File: config.mk
export PLATFORM = sky130hd
export DESIGN_NAME = add_accumulator
export DESIGN_NICKNAME = d
export VERILOG_FILES = /design/src/rtl/add_accumulator.sv
export SDC_FILE = /design/constraint.sdc
export NUM_CORES = 1
export LEC_CHECK = 0
export CAP_MARGIN = 20
export CELL_PAD_IN_SITES_DETAIL_PLACEMENT = 0
export CELL_PAD_IN_SITES_GLOBAL_PLACEMENT = 1
export CORE_ASPECT_RATIO = 1.75
export CORE_MARGIN = 3
export CORE_UTILIZATION = 23
export DETAILED_ROUTE_END_ITERATION = 10
export PLACE_DENSITY_LB_ADDON = 0.1
export SYNTH_ARGS = -nofsm -noshare
export SYNTH_HDL_FRONTEND = slang
export SYNTH_SLANG_ARGS = --single-unit
File: constraint.sdc
create_clock -name CLK -period 1.3 [get_ports CLK]
set_clock_uncertainty 0.2 [all_clocks]
set_input_delay 0.195 -clock CLK [delete_from_list [all_inputs] [get_ports CLK]]
set_output_delay 0.195 -clock CLK [all_outputs]
set_load 0.02 [all_outputs]
File: src/rtl/add_accumulator.sv
// Batch accumulator: sums N_OPS 4-bit operands through an external ripple adder,
// presents SUM/OVF with a valid/ready handshake, then clears for the next batch.
module add_accumulator #(
  parameter int N_OPS = 4
) (
  input  logic       CLK,
  input  logic       RST,
  input  logic [3:0] DIN,
  input  logic       DIN_VALID,
  output logic       DIN_READY,
  output logic [3:0] ADD_X,
  output logic [3:0] ADD_Y,
  input  logic [3:0] ADD_S,
  input  logic       ADD_CO,
  output logic [3:0] SUM,
  output logic       OVF,
  output logic       OUT_VALID,
  input  logic       OUT_READY,
  output logic       BUSY
);

  typedef enum logic [1:0] {IDLE, ACC, DONE} state_t;

  localparam logic [3:0] LAST_CNT = 4'(N_OPS - 1);

  state_t     state, state_next;
  logic [3:0] acc;
  logic [3:0] cnt;
  logic       ovf;
  logic       accept;
  logic       last;
  logic       release_res;

  always_comb begin
    DIN_READY   = (state != DONE);
    accept      = DIN_VALID & DIN_READY;
    last        = (cnt == LAST_CNT);
    release_res = (state == DONE) & OUT_READY;
    state_next  = state;
    unique case (state)
      IDLE: if (accept) state_next = last ? DONE : ACC;
      ACC:  if (accept && last) state_next = DONE;
      DONE: if (OUT_READY) state_next = IDLE;
      default: state_next = IDLE;
    endcase
  end

  // The adder operand is forced to zero while a result is held, so ADD_S
  // never reflects a stray DIN during backpressure.
  always_comb begin
    ADD_X     = acc;
    ADD_Y     = (state == DONE) ? '0 : DIN;
    SUM       = acc;
    OVF       = ovf;
    OUT_VALID = (state == DONE);
    BUSY      = (state != IDLE);
  end

  always_ff @(posedge CLK) begin
    if (RST) begin
      state <= IDLE;
      acc   <= '0;
      ovf   <= 1'b0;
      cnt   <= '0;
    end else begin
      state <= state_next;
      if (release_res) begin
        acc <= '0;
        ovf <= 1'b0;
        cnt <= '0;
      end else if (accept) begin
        acc <= ADD_S;
        ovf <= ovf | ADD_CO;
        cnt <= cnt + 4'd1;
      end
    end
  end

endmodule

# Word level (Yosys, flattened, before mapping)
# Cells that the tools add are included.
word_totals:
  reg_bits: 11
  output_inout_bits: 16
  elab_cells: 26
  input_bits: 13
op_classes:
  mux: 6
  reduce_logical: 5
  addsub: 1
  eq_ne: 7
  n_bitwise: 3
ops:
  columns: ["op", "n"]
  rows:
  - ["2-bit 2-to-1 mux", 4]
  - ["2-bit != test, second input constant", 3]
  - ["2-bit one-hot mux with 3 select lines", 1]
  - ["4-bit by 1-bit adder with 4-bit output, second input constant", 1]
  - ["4-bit by 2-bit == test with 1-bit output, second input constant", 1]
  - ["4-bit 2-to-1 mux", 1]
  - ["3-bit AND reduction", 1]
  - ["1-bit AND", 2]
  - ["2-bit by 1-bit == test with 1-bit output, second input constant", 1]
  - ["2-bit == test, second input constant", 1]
  - ["2-bit zero test", 1]
  - ["2-bit by 1-bit != test with 1-bit output, second input constant", 1]
  - ["2-bit nonzero test", 1]
  - ["2-bit OR reduction", 1]
  - ["1-bit logical AND", 1]
  - ["1-bit bitwise OR", 1]

# Longest topological paths before layout
depth:
  depth_word: 5
  depth_mapped: 5
  depth_no_buf: 4

# Worst setup path before layout
# Ideal clock, no wire load.
synth_timing:
  kind: "reg-to-output"
  start: "register state[0]"
  end: "output port ADD_Y[0]"
  stages_incl_launch_ff: 4
  n_path_buf: 1
  required_ns: 0.905
  arrival_ns: 1.114
  path_slack_ns: -0.209
  cell_sequence: "dfxtp_1 -> nand2b_2 -> clkbuf_1 -> and2_1"
synth_via:
  elab_chain_len: 2
synth_lines:
  columns: ["item", "line", "source"]
  rows:
  - ["start: declaration", "26", "state_t state, state_next;"]
  - ["start signal: assignment", "66", "state <= state_next;"]
  - ["2-bit == test", "52", "ADD_Y = (state == DONE) ? '0 : DIN;"]
  - ["4-bit 2-to-1 mux", "52", null]
  - ["end: declaration", "12", "output logic [3:0] ADD_Y,"]
# Every way passes these cells.

# Final worst setup path
layout_timing:
  start: "register state[0]"
  end: "output port ADD_Y[2]"
# The elaborated chain is that of the path after synthesis.

==> results.yml <==
status:
  status: "finished with violations"
  violations: "negative setup slack"
floorplan:
  die_area_sq_um: 2929
  dieHeight_microns: 69.39
  io_pins: 29
  core-area_sq_um: 2147
  die_x_microns: 42.22
  rows: 22
  initial_utilization_pct: 24.59
synthesis:
  ys_types: 25
  yosysTopAreaCell: "dfxtp_1"
  ys_seq_area_share_pct: 41.71
  syn_area_per_cell_sq_um: 8.381
  ys_top_cells_by_area: "dfxtp_1, a21oi_1, o21ai_0, nand3_1, buf_4"
  synth-edff-count: 0
  syn_nets: 77
  netlist.area_leader.share_pct: 41.71
  ys_seq_elements: 11
  synth.most_common_cell: "dfxtp_1"
  ys_top_cells_by_count: "dfxtp_1, a21oi_1, o21ai_0"
  yosys_warnings: 0
  async_reset_ff_share_pct: 0
  synth.cell_area_sq_um: 528.0
  netlist_instances: 63
  yosys_most_used_dff: "dfxtp_1"
critical_path:
  crit_buf_inv: 2
  rr_endpoint: "cnt[3]"
  worstSetupStartpointType: "flop"
  crit_type: "reg -> out"
  setup.worst_path.end: "ADD_Y[2]"
  crit_path_cell_trace: "buf_4 -> nand2b_4 -> and2_4 -> buf_6"
  cp_max_fo: 4
  required_ns: 0.90
  reg2reg_from: "state[0]"
  worstSetupStartpoint: "state[0]"
  cp_top_family: "flip-flops"
  cp_num_cells: 4
  cp_slowest_stage_delay_ns: 0.33
  slowest_stage: "dfxtp_2"
  reg2regPathDepth: 5
  cp_data_arrival_time_ns: 1.10
  r2r_slack_ns: -0.16
  worst_setup_path_end_kind: "primary output"
power_and_ir_drop:
  powerDensity_nw_per_um2: 792.2
  p_leak_nw: 0.4389
  ir_drop_uv: 459.7
clock_network:
  cts_buffers: 3
  insertion_delay_ns: 0.26
  htree_num_levels: 1
  clock_sinks: 11
  cts_tree: "yes"
  cts_root_buffer: "clkbuf_4"
  cts_max_path_buffers: 2
  ctsHoldBuffers: 0
  path_clk_slew_ns: 0.07
detailed_routing:
  drtIter0Drc: 4
  wl_met3_microns: 83
  final_antenna_net_count: 0
  top_layer: "met4"
  remaining_drc_errors: 0
  first_pass_iters: 3
  met2WireLength_microns: 879
  wl_met1_microns: 676
  wirelength_microns: 1656
  dr_total_vias: 596
  routed_via_density: 4.620
  avgRoutedWirePerCell_microns: 12.84
sta:
  setup_viol: 17
  fmaxAchievable_mhz: 667.1
  tightest_slew_ns: 0.2731
  fin_crit_sh_pct: 115.3
  fin_hold_ws_ns: 0.2838
  finalWorstPathRequiredPeriod_ns: 1.499
  fin_ws_ns: -0.1991
  drv_slew: 0
  fin_tns_setup_ns: -1.804
  slew_headroom_pct: 81.64
  hold_viol_final: 0
  rsz0062_at_grt: "yes"
finish:
  postLayoutCoreUtil_pct: 47.79
  syn_to_final_growth_pct: 94.31
  nNetsFinal: 120
  final_cells: 129
  finish.instance_area_sq_um: 1026
  n_antenna_cell: 0
  drive_gt1_share_pct: 60.95
place:
  io_buffers: 28
  place_inst: 121
  gp_congestion: 0.7225
  placed_area_sq_um: 910.9
  dp_hpwl_microns: 1195
worst_hold_path:
  hp-class: "reg -> reg"
global_route:
  grt_use_total_pct: 11.95
  grt_pass1_vias: 594
  grt_pass1_wl_microns: 2677
  antenna_found_initial: 0
  grt_max_degree: 10
  gr-total-overflow: 0
run:
  maxCapViolCount: 0
cell usage in the layout, fill, tap and decap left out, drive strengths merged:
cell	n
buf	33
clkdlybuf4s50	11
dfxtp	11
a21oi	9
o21ai	7
nand3	6
and2	4
clkbuf	4
nand2b	3
inv	2
nor2	2
or3	2
or4	2
or2	1
nand2	1
nor3	1
nor4	1
a21o	1
o31ai	1
a31oi	1
ha	1
dlygate4sd2	1
layer usage:
layer	GRT usage, %	vias up
met2	20.88	21
li1	-	305
met5	0	-
met1	12.42	268
met4	7.266	0
met3	2.597	2
worst register-to-register path, cell delays in order (launching register included):
cell	delay (ns)
dfxtp_2	0.35
nand2b_4	0.17
inv_4	0.04
buf_6	0.12
or4_4	0.41
a21oi_2	0.12
through the flow:
stage               power [mW]  setup WS (ns)
finish                  0.8128        -0.1991
global route            0.8566        -0.2451
CTS                     0.8148        -0.1765
detailed placement      0.5685        -0.4697
global placement        0.5679        -0.4530
floorplan               0.4609       0.001074
worst min-delay path by stage:
stage / from / cells after the start / to / slack [ns]
2_1_floorplan: RST / 1 / state[1] / 0.06
3_5_place_dp: OVF / 2 / OVF / 0.27
6_report: ADD_X[1] / 2 / ADD_X[1] / 0.28
3_3_place_gp: OVF / 2 / OVF / 0.25
4_1_cts: OVF / 2 / OVF / 0.28
5_1_grt: ADD_S[1] / 3 / ADD_X[1] / 0.28
registers in the layout, summed over array words and instances (netlist names):
signal	cells
ADD_X	4
state	2
cnt	4
OVF	1
layout make-up:
type | instances | area (sq um)
Fill cell | 220 | 1121
Timing Repair Buffer | 45 | 380.4
Multi-Input combinational cell | 43 | 346.6
Sequential cell | 11 | 227.7
Tap cell | 24 | 30.03
Clock buffer | 4 | 26.28
Inverter | 2 | 15.01
where the power goes:
part / internal, mW / switching (mW) / total, mW
combinational: 0.121 / 0.0935 / 0.214
clock: 0.119 / 0.112 / 0.231
sequential: 0.353 / 0.0144 / 0.367
cells by family (layout without fill, tap and decap cells):
group                      count (synthesis)  after routing  synth area share, %
and+or+nand+nor                           22             23                24.17
DFF                                       11             11                41.71
adders and majority gates                  1              1                2.369
buffers and inverters                     10             51                12.56
AOI/OAI and AO/OA                         19             19                19.19
what timing repair did:
action                     4_1_cts  5_1_grt
pin swaps                       11        9
resized for setup               86       23
setup endpoints to repair       26       25
buffers inserted                 3        1
gates cloned                     1        0
(Power assumes the default switching activity.)
